===== config.mk =====
export PLATFORM = sky130hd
export DESIGN_NAME = hazard_scoreboard_flat
export DESIGN_NICKNAME = d
export VERILOG_FILES = /design/src/rtl/hazard_scoreboard_pkg.sv /design/src/rtl/hazard_scoreboard_if.sv /design/src/rtl/hazard_scoreboard_stage_match.sv /design/src/rtl/hazard_scoreboard.sv /design/src/flat_wrapper.sv
export SDC_FILE = /design/constraint.sdc
export NUM_CORES = 1
export LEC_CHECK = 0
export ABC_AREA = 1
export ABC_CLOCK_PERIOD_IN_PS = 2570
export CORE_MARGIN = 10
export CORE_UTILIZATION = 40
export CTS_CLUSTER_SIZE = 14
export DETAILED_ROUTE_END_ITERATION = 8
export PLACE_DENSITY_LB_ADDON = 0.15
export SLEW_MARGIN = 10
export SYNTH_ARGS = -nofsm -noshare
export SYNTH_HDL_FRONTEND = slang
export SYNTH_HIERARCHICAL = 1
export SYNTH_SLANG_ARGS = --single-unit

===== constraint.sdc =====
create_clock -name i_clock -period 2.57 [get_ports i_clock]
set_input_delay 0.257 -clock i_clock [delete_from_list [all_inputs] [get_ports i_clock]]
set_output_delay 0.257 -clock i_clock [all_outputs]
set_load 0.1 [all_outputs]

===== src/rtl/hazard_scoreboard_pkg.sv =====
// Shared types and constants for the hazard scoreboard.
// Entry layout, stage indices and forwarding-select encoding.
package hazard_scoreboard_pkg;

    // Widest register address an entry can hold; narrower addresses zero-extend.
    localparam int SB_RD_W = 8;

    localparam int STG_EX  = 0;
    localparam int STG_MEM = 1;
    localparam int STG_WB  = 2;

    localparam int FWD_REGFILE = 0;

    typedef struct packed {
        logic               v;
        logic [SB_RD_W-1:0] rd;
        logic               we;
        logic               ld;
    } sb_entry_t;

endpackage


===== src/rtl/hazard_scoreboard_if.sv =====
// ID-side bundle of the hazard scoreboard.
// master drives the decoded instruction, slave returns stall/forwarding.
interface hazard_scoreboard_if #(
    parameter int NB_REG_ADDR = 5,
    parameter int NB_FWD      = 2,
    parameter int NB_CNT      = 16
);
    logic                   i_valid;
    logic                   i_id_valid;
    logic                   i_flush;
    logic [NB_REG_ADDR-1:0] i_rs;
    logic [NB_REG_ADDR-1:0] i_rt;
    logic                   i_use_rs;
    logic                   i_use_rt;
    logic                   i_jmp_branch;
    logic [NB_REG_ADDR-1:0] i_rd;
    logic                   i_rd_we;
    logic                   i_re;
    logic                   o_hazard;
    logic [NB_FWD-1:0]      o_fwd_rs;
    logic [NB_FWD-1:0]      o_fwd_rt;
    logic [NB_CNT-1:0]      o_stall_cycles;

    modport master (
        output i_valid, i_id_valid, i_flush, i_rs, i_rt,
        output i_use_rs, i_use_rt, i_jmp_branch, i_rd, i_rd_we, i_re,
        input  o_hazard, o_fwd_rs, o_fwd_rt, o_stall_cycles
    );

    modport slave (
        input  i_valid, i_id_valid, i_flush, i_rs, i_rt,
        input  i_use_rs, i_use_rt, i_jmp_branch, i_rd, i_rd_we, i_re,
        output o_hazard, o_fwd_rs, o_fwd_rt, o_stall_cycles
    );

endinterface


===== src/rtl/hazard_scoreboard_stage_match.sv =====
// Compares one in-flight entry against the ID source operands.
// "late" means the entry's result is not yet available to the consumer.
module hazard_stage_match
    import hazard_scoreboard_pkg::*;
#(
    parameter int STAGE      = STG_EX,
    parameter int N_STAGES   = 3,
    parameter int LOAD_READY = STG_MEM,
    parameter int ALU_READY  = STG_EX
) (
    input  sb_entry_t          i_entry,
    input  logic [SB_RD_W-1:0] i_rs,
    input  logic [SB_RD_W-1:0] i_rt,
    input  logic               i_jmp_branch,
    output logic               o_hit_rs,
    output logic               o_hit_rt,
    output logic               o_late_rs,
    output logic               o_late_rt
);
    // The last stage writes the register file before ID reads it.
    localparam bit IS_WB = (STAGE == N_STAGES - 1);

    localparam bit LD_LATE_EX  = !IS_WB && (STAGE <  LOAD_READY);
    localparam bit LD_LATE_ID  = !IS_WB && (STAGE <= LOAD_READY);
    localparam bit ALU_LATE_EX = !IS_WB && (STAGE <  ALU_READY);
    localparam bit ALU_LATE_ID = !IS_WB && (STAGE <= ALU_READY);

    logic late;

    // Address match per operand, then whether the result is still in flight.
    always_comb begin
        o_hit_rs = i_entry.v & i_entry.we & (i_entry.rd == i_rs) & (i_rs != '0);
        o_hit_rt = i_entry.v & i_entry.we & (i_entry.rd == i_rt) & (i_rt != '0);
        case ({i_jmp_branch, i_entry.ld})
            2'b00:   late = ALU_LATE_EX;
            2'b01:   late = LD_LATE_EX;
            2'b10:   late = ALU_LATE_ID;
            default: late = LD_LATE_ID;
        endcase
        o_late_rs = o_hit_rs & late;
        o_late_rt = o_hit_rt & late;
    end

endmodule


===== src/rtl/hazard_scoreboard.sv =====
// Scoreboard-based hazard detector beside the ID stage.
// Tracks in-flight destinations, stalls, selects forwarding, counts stalls.
module hazard_scoreboard
    import hazard_scoreboard_pkg::*;
#(
    parameter int NB_REG_ADDR = 5,
    parameter int N_STAGES    = 3,
    parameter int LOAD_READY  = STG_MEM,
    parameter int ALU_READY   = STG_EX,
    parameter int NB_FWD      = 2,
    parameter int NB_CNT      = 16
) (
    input logic                i_clock,
    input logic                i_reset,
    hazard_scoreboard_if.slave sb
);
    sb_entry_t [N_STAGES-1:0] sb_q, sb_d;
    logic [NB_CNT-1:0]        cnt_q, cnt_d;

    logic [N_STAGES-1:0] hit_rs, hit_rt, late_rs, late_rt;
    logic [SB_RD_W-1:0]  rs_w, rt_w;
    logic                hazard, push;
    logic [NB_FWD-1:0]   fwd_rs, fwd_rt;

    assign rs_w = SB_RD_W'(sb.i_rs);
    assign rt_w = SB_RD_W'(sb.i_rt);

    for (genvar g = 0; g < N_STAGES; g++) begin : g_match
        hazard_stage_match #(
            .STAGE      (g),
            .N_STAGES   (N_STAGES),
            .LOAD_READY (LOAD_READY),
            .ALU_READY  (ALU_READY)
        ) u_match (
            .i_entry      (sb_q[g]),
            .i_rs         (rs_w),
            .i_rt         (rt_w),
            .i_jmp_branch (sb.i_jmp_branch),
            .o_hit_rs     (hit_rs[g]),
            .o_hit_rt     (hit_rt[g]),
            .o_late_rs    (late_rs[g]),
            .o_late_rt    (late_rt[g])
        );
    end

    // Stall when a used operand is still in flight; a flush cancels it.
    always_comb begin
        hazard = sb.i_id_valid & ~sb.i_flush &
                 ((sb.i_use_rs & |late_rs) | (sb.i_use_rt & |late_rt));
        push   = sb.i_id_valid & ~sb.i_flush & ~hazard;
    end

    // Youngest ready match wins: scan oldest to youngest, last hit sticks.
    always_comb begin
        fwd_rs = NB_FWD'(FWD_REGFILE);
        fwd_rt = NB_FWD'(FWD_REGFILE);
        for (int k = N_STAGES - 1; k >= 0; k--) begin
            if (hit_rs[k] && !late_rs[k]) fwd_rs = NB_FWD'(k + 1);
            if (hit_rt[k] && !late_rt[k]) fwd_rt = NB_FWD'(k + 1);
        end
    end

    // Advance the scoreboard and stall counter when the pipeline moves.
    always_comb begin
        sb_d  = sb_q;
        cnt_d = cnt_q;
        if (sb.i_valid) begin
            for (int s = N_STAGES - 1; s > 0; s--) begin
                sb_d[s] = sb_q[s-1];
            end
            sb_d[0] = '0;
            if (push) begin
                sb_d[0].v  = 1'b1;
                sb_d[0].rd = SB_RD_W'(sb.i_rd);
                sb_d[0].we = sb.i_rd_we;
                sb_d[0].ld = sb.i_re;
            end
            if (hazard && (cnt_q != '1)) cnt_d = cnt_q + 1'b1;
        end
    end

    // State registers with asynchronous clear.
    always_ff @(posedge i_clock or negedge i_reset) begin
        if (!i_reset) begin
            sb_q  <= '0;
            cnt_q <= '0;
        end else begin
            sb_q  <= sb_d;
            cnt_q <= cnt_d;
        end
    end

    assign sb.o_hazard       = hazard;
    assign sb.o_fwd_rs       = fwd_rs;
    assign sb.o_fwd_rt       = fwd_rt;
    assign sb.o_stall_cycles = cnt_q;

endmodule


===== src/flat_wrapper.sv =====
// flat-port wrapper written by rule: the top's interface ports become plain ports
module hazard_scoreboard_flat import hazard_scoreboard_pkg::*;
#(
    parameter int NB_REG_ADDR = 5,
    parameter int N_STAGES    = 3,
    parameter int LOAD_READY  = STG_MEM,
    parameter int ALU_READY   = STG_EX,
    parameter int NB_FWD      = 2,
    parameter int NB_CNT      = 16
)
  (i_clock, i_reset, sb_i_valid, sb_i_id_valid, sb_i_flush, sb_i_rs, sb_i_rt, sb_i_use_rs, sb_i_use_rt, sb_i_jmp_branch, sb_i_rd, sb_i_rd_we, sb_i_re, sb_o_hazard, sb_o_fwd_rs, sb_o_fwd_rt, sb_o_stall_cycles);
  hazard_scoreboard_if #(.NB_REG_ADDR(NB_REG_ADDR), .NB_FWD(NB_FWD), .NB_CNT(NB_CNT)) sb_i ();
  input logic i_clock;
  input logic i_reset;
  input wire logic [$bits(sb_i.i_valid)-1:0] sb_i_valid;
  input wire logic [$bits(sb_i.i_id_valid)-1:0] sb_i_id_valid;
  input wire logic [$bits(sb_i.i_flush)-1:0] sb_i_flush;
  input wire logic [$bits(sb_i.i_rs)-1:0] sb_i_rs;
  input wire logic [$bits(sb_i.i_rt)-1:0] sb_i_rt;
  input wire logic [$bits(sb_i.i_use_rs)-1:0] sb_i_use_rs;
  input wire logic [$bits(sb_i.i_use_rt)-1:0] sb_i_use_rt;
  input wire logic [$bits(sb_i.i_jmp_branch)-1:0] sb_i_jmp_branch;
  input wire logic [$bits(sb_i.i_rd)-1:0] sb_i_rd;
  input wire logic [$bits(sb_i.i_rd_we)-1:0] sb_i_rd_we;
  input wire logic [$bits(sb_i.i_re)-1:0] sb_i_re;
  output wire logic [$bits(sb_i.o_hazard)-1:0] sb_o_hazard;
  output wire logic [$bits(sb_i.o_fwd_rs)-1:0] sb_o_fwd_rs;
  output wire logic [$bits(sb_i.o_fwd_rt)-1:0] sb_o_fwd_rt;
  output wire logic [$bits(sb_i.o_stall_cycles)-1:0] sb_o_stall_cycles;
  assign sb_i.i_valid = sb_i_valid;
  assign sb_i.i_id_valid = sb_i_id_valid;
  assign sb_i.i_flush = sb_i_flush;
  assign sb_i.i_rs = sb_i_rs;
  assign sb_i.i_rt = sb_i_rt;
  assign sb_i.i_use_rs = sb_i_use_rs;
  assign sb_i.i_use_rt = sb_i_use_rt;
  assign sb_i.i_jmp_branch = sb_i_jmp_branch;
  assign sb_i.i_rd = sb_i_rd;
  assign sb_i.i_rd_we = sb_i_rd_we;
  assign sb_i.i_re = sb_i_re;
  assign sb_o_hazard = sb_i.o_hazard;
  assign sb_o_fwd_rs = sb_i.o_fwd_rs;
  assign sb_o_fwd_rt = sb_i.o_fwd_rt;
  assign sb_o_stall_cycles = sb_i.o_stall_cycles;
  hazard_scoreboard #(.NB_REG_ADDR(NB_REG_ADDR), .N_STAGES(N_STAGES), .LOAD_READY(LOAD_READY), .ALU_READY(ALU_READY), .NB_FWD(NB_FWD), .NB_CNT(NB_CNT)) u_core (.i_clock(i_clock), .i_reset(i_reset), .sb(sb_i));
endmodule

==> flow_summary.ini <==
[setup_path]
critPathArrivalTime_ns = 2.15
cp-start-kind = input port
crit_start = sb_i_rt[2]
crit_path_cell_trace = clkdlybuf4s50_1 -> nor2_1 -> nand2_1 -> nor2_1 -> nor2_1 -> nand3_1 -> nor2_1 -> nor2_1 -> nand2_1 -> nand2_1 -> a21oi_4 -> buf_12
path_delay_family = buffers and inverters
critical_path.endpoint_type = output pin
cp_slowest_cell = clkdlybuf4s50_1
critPathKind = in2out
r2r-start = u_core/sb_q[4]
path_max_fanout = 9
worstRegToRegCells = 14
cp.depth = 12
crit_top_cell = nor2_1
max_stage_delay_ns = 0.65
required_ns = 2.31
timing.critical_path.buf_inv = 2

[min_path]
worstHoldPathType = in2async

[clock_network]
clockRootBuffer = clkbuf_8
cts_tree = built
cts_buffers = 5
clk-insertion-delay-late_ns = 0.30
clk_pin_slew_ns = 0.08
cts_buffer_depth = 2
cts_max_level = 2
cts.sinks = 39

[final_layout]
post-route-util_pct = 55.3
area_growth_pct = 34.0
diodes = 0
stdcell_count = 804
layout-drive-gt1-share_pct = 9.12
fin_nets = 727

[power_and_ir_drop]
p_leak_uw = 0.00238
irDropWorstVdd_mv = 0.554
totalPowerFinal_uw = 1800
cellPowerDensity_nw_per_um2 = 421

[sta]
finalHoldViolCount = 0
max_slew_margin_pct = 41.6
timing.setup.tns_ns = 0
timing.hold.ws_ns = 0.0706
max_freq_mhz = 416
tightest_slew_ns = 0.877
setup_viol = 0
min_period_ns = 2.40
fin_crit_sh_pct = 93.5
drv_slew = 0
rsz0062_at_grt = false
finClkSkew_ns = 0.00536

[logic_synthesis]
syn_inst = 572
ys_warn_count = 6
syn_avg_cell_area_um2 = 5.58
synth_area_um2 = 3190

[floorplan]
row_count = 32
start_util_pct = 41.3
design.die.area_um2 = 11900
die_y_um = 109
core_area_um2 = 7730
die_w_um = 109
ioPinCount = 46

[detailed_routing]
drt_first_pass_iters = 4
wl_per_cell_um = 10.9
postRouteAntennaNets = 0
vias_per_cell = 4.41
drt-initial-drc-count = 136
vias = 3544
drc = 0
routed_wl_um = 8740

[global_route]
grt_max_degree = 40
overflow = 0
grt_pass1_wl_um = 14700
grt_use_total_pct = 15.0
antenna_found_initial = 0
grt_pass1_vias = 3245

[flow_run]
drv_cap = 0

[place]
io_buffers = 45
globalplace.congestion = 0.892
dpl.hpwl_um = 6780
dp.cells = 796

[run_status]
outcome = finished, final reports clean
registers in the layout, indices dropped and copies added (netlist names):
signal	flops
u_core/sb.o_stall_cycles	16
u_core/sb_q	23
worst paths after layout:
kind	end	slack [ns]
max	sb_o_hazard	0.17
max in group asynchronous	u_core/sb.o_stall_cycles[6]	1.95
min	u_core/sb.o_stall_cycles[14]	0.07
min in group i_clock	u_core/sb_q[11]	0.48
min reg2reg	u_core/sb_q[11]	0.48
max reg2reg	u_core/sb.o_stall_cycles[0]	0.42
layout make-up:
type                    count  area (um^2)
well taps                 102          128
repair buffers             59          578
clock inverters             3         67.6
fillers                   801         3450
clock buffers               5         68.8
inverters                 101          379
flip-flops and latches     39          976
multi-input cells         495         2080
metrics by stage:
| step | worst slack [ns] | area, um^2 |
|---|---|---|
| 6_report | 0.167 | 4270 |
| 5_1_grt | 0.0144 | 4270 |
| 4_1_cts | 0.0792 | 4260 |
| 3_5_place_dp | -0.0584 | 4120 |
| 3_3_place_gp | -0.00707 | 4120 |
| 2_1_floorplan | 0.200 | 3480 |
layer usage:
metal | share of wire, % | GRT usage, %
met1 | 43 | 17.9
met2 | 50 | 26.2
met3 | 5.1 | 3.22
met4 | 2.1 | 5.30
met5 | 0 | 0
what timing repair did:
item,CTS,global route
resized for setup,0,7
hold buffers,0,0
endpoints found under the hold margin,0,0
buffers inserted,0,0
endpoints found under the setup margin,0,1
power by group:
part           leakage, uW  total [uW]  internal [uW]  switching, uW
Combinational      0.00178         476            144            332
Clock            0.0000644         621            387            234
Sequential        0.000534         701            650           51.2
cell usage in the layout (no fill, tap or decap), types with 5 or more instances in the layout:
cell type and count:
buf_12 5, buf_4 30, clkbuf_8 5, clkdlybuf4s50_1 16, conb_1 74, dfrtp_1 39, dlymetal6s2s_1 7, inv_1 97
nand2_1 258, nand3_1 35, nand4_1 8, nor2_1 76, o21ai_0 16
Note: power is estimated with default switching activity, not from simulation.
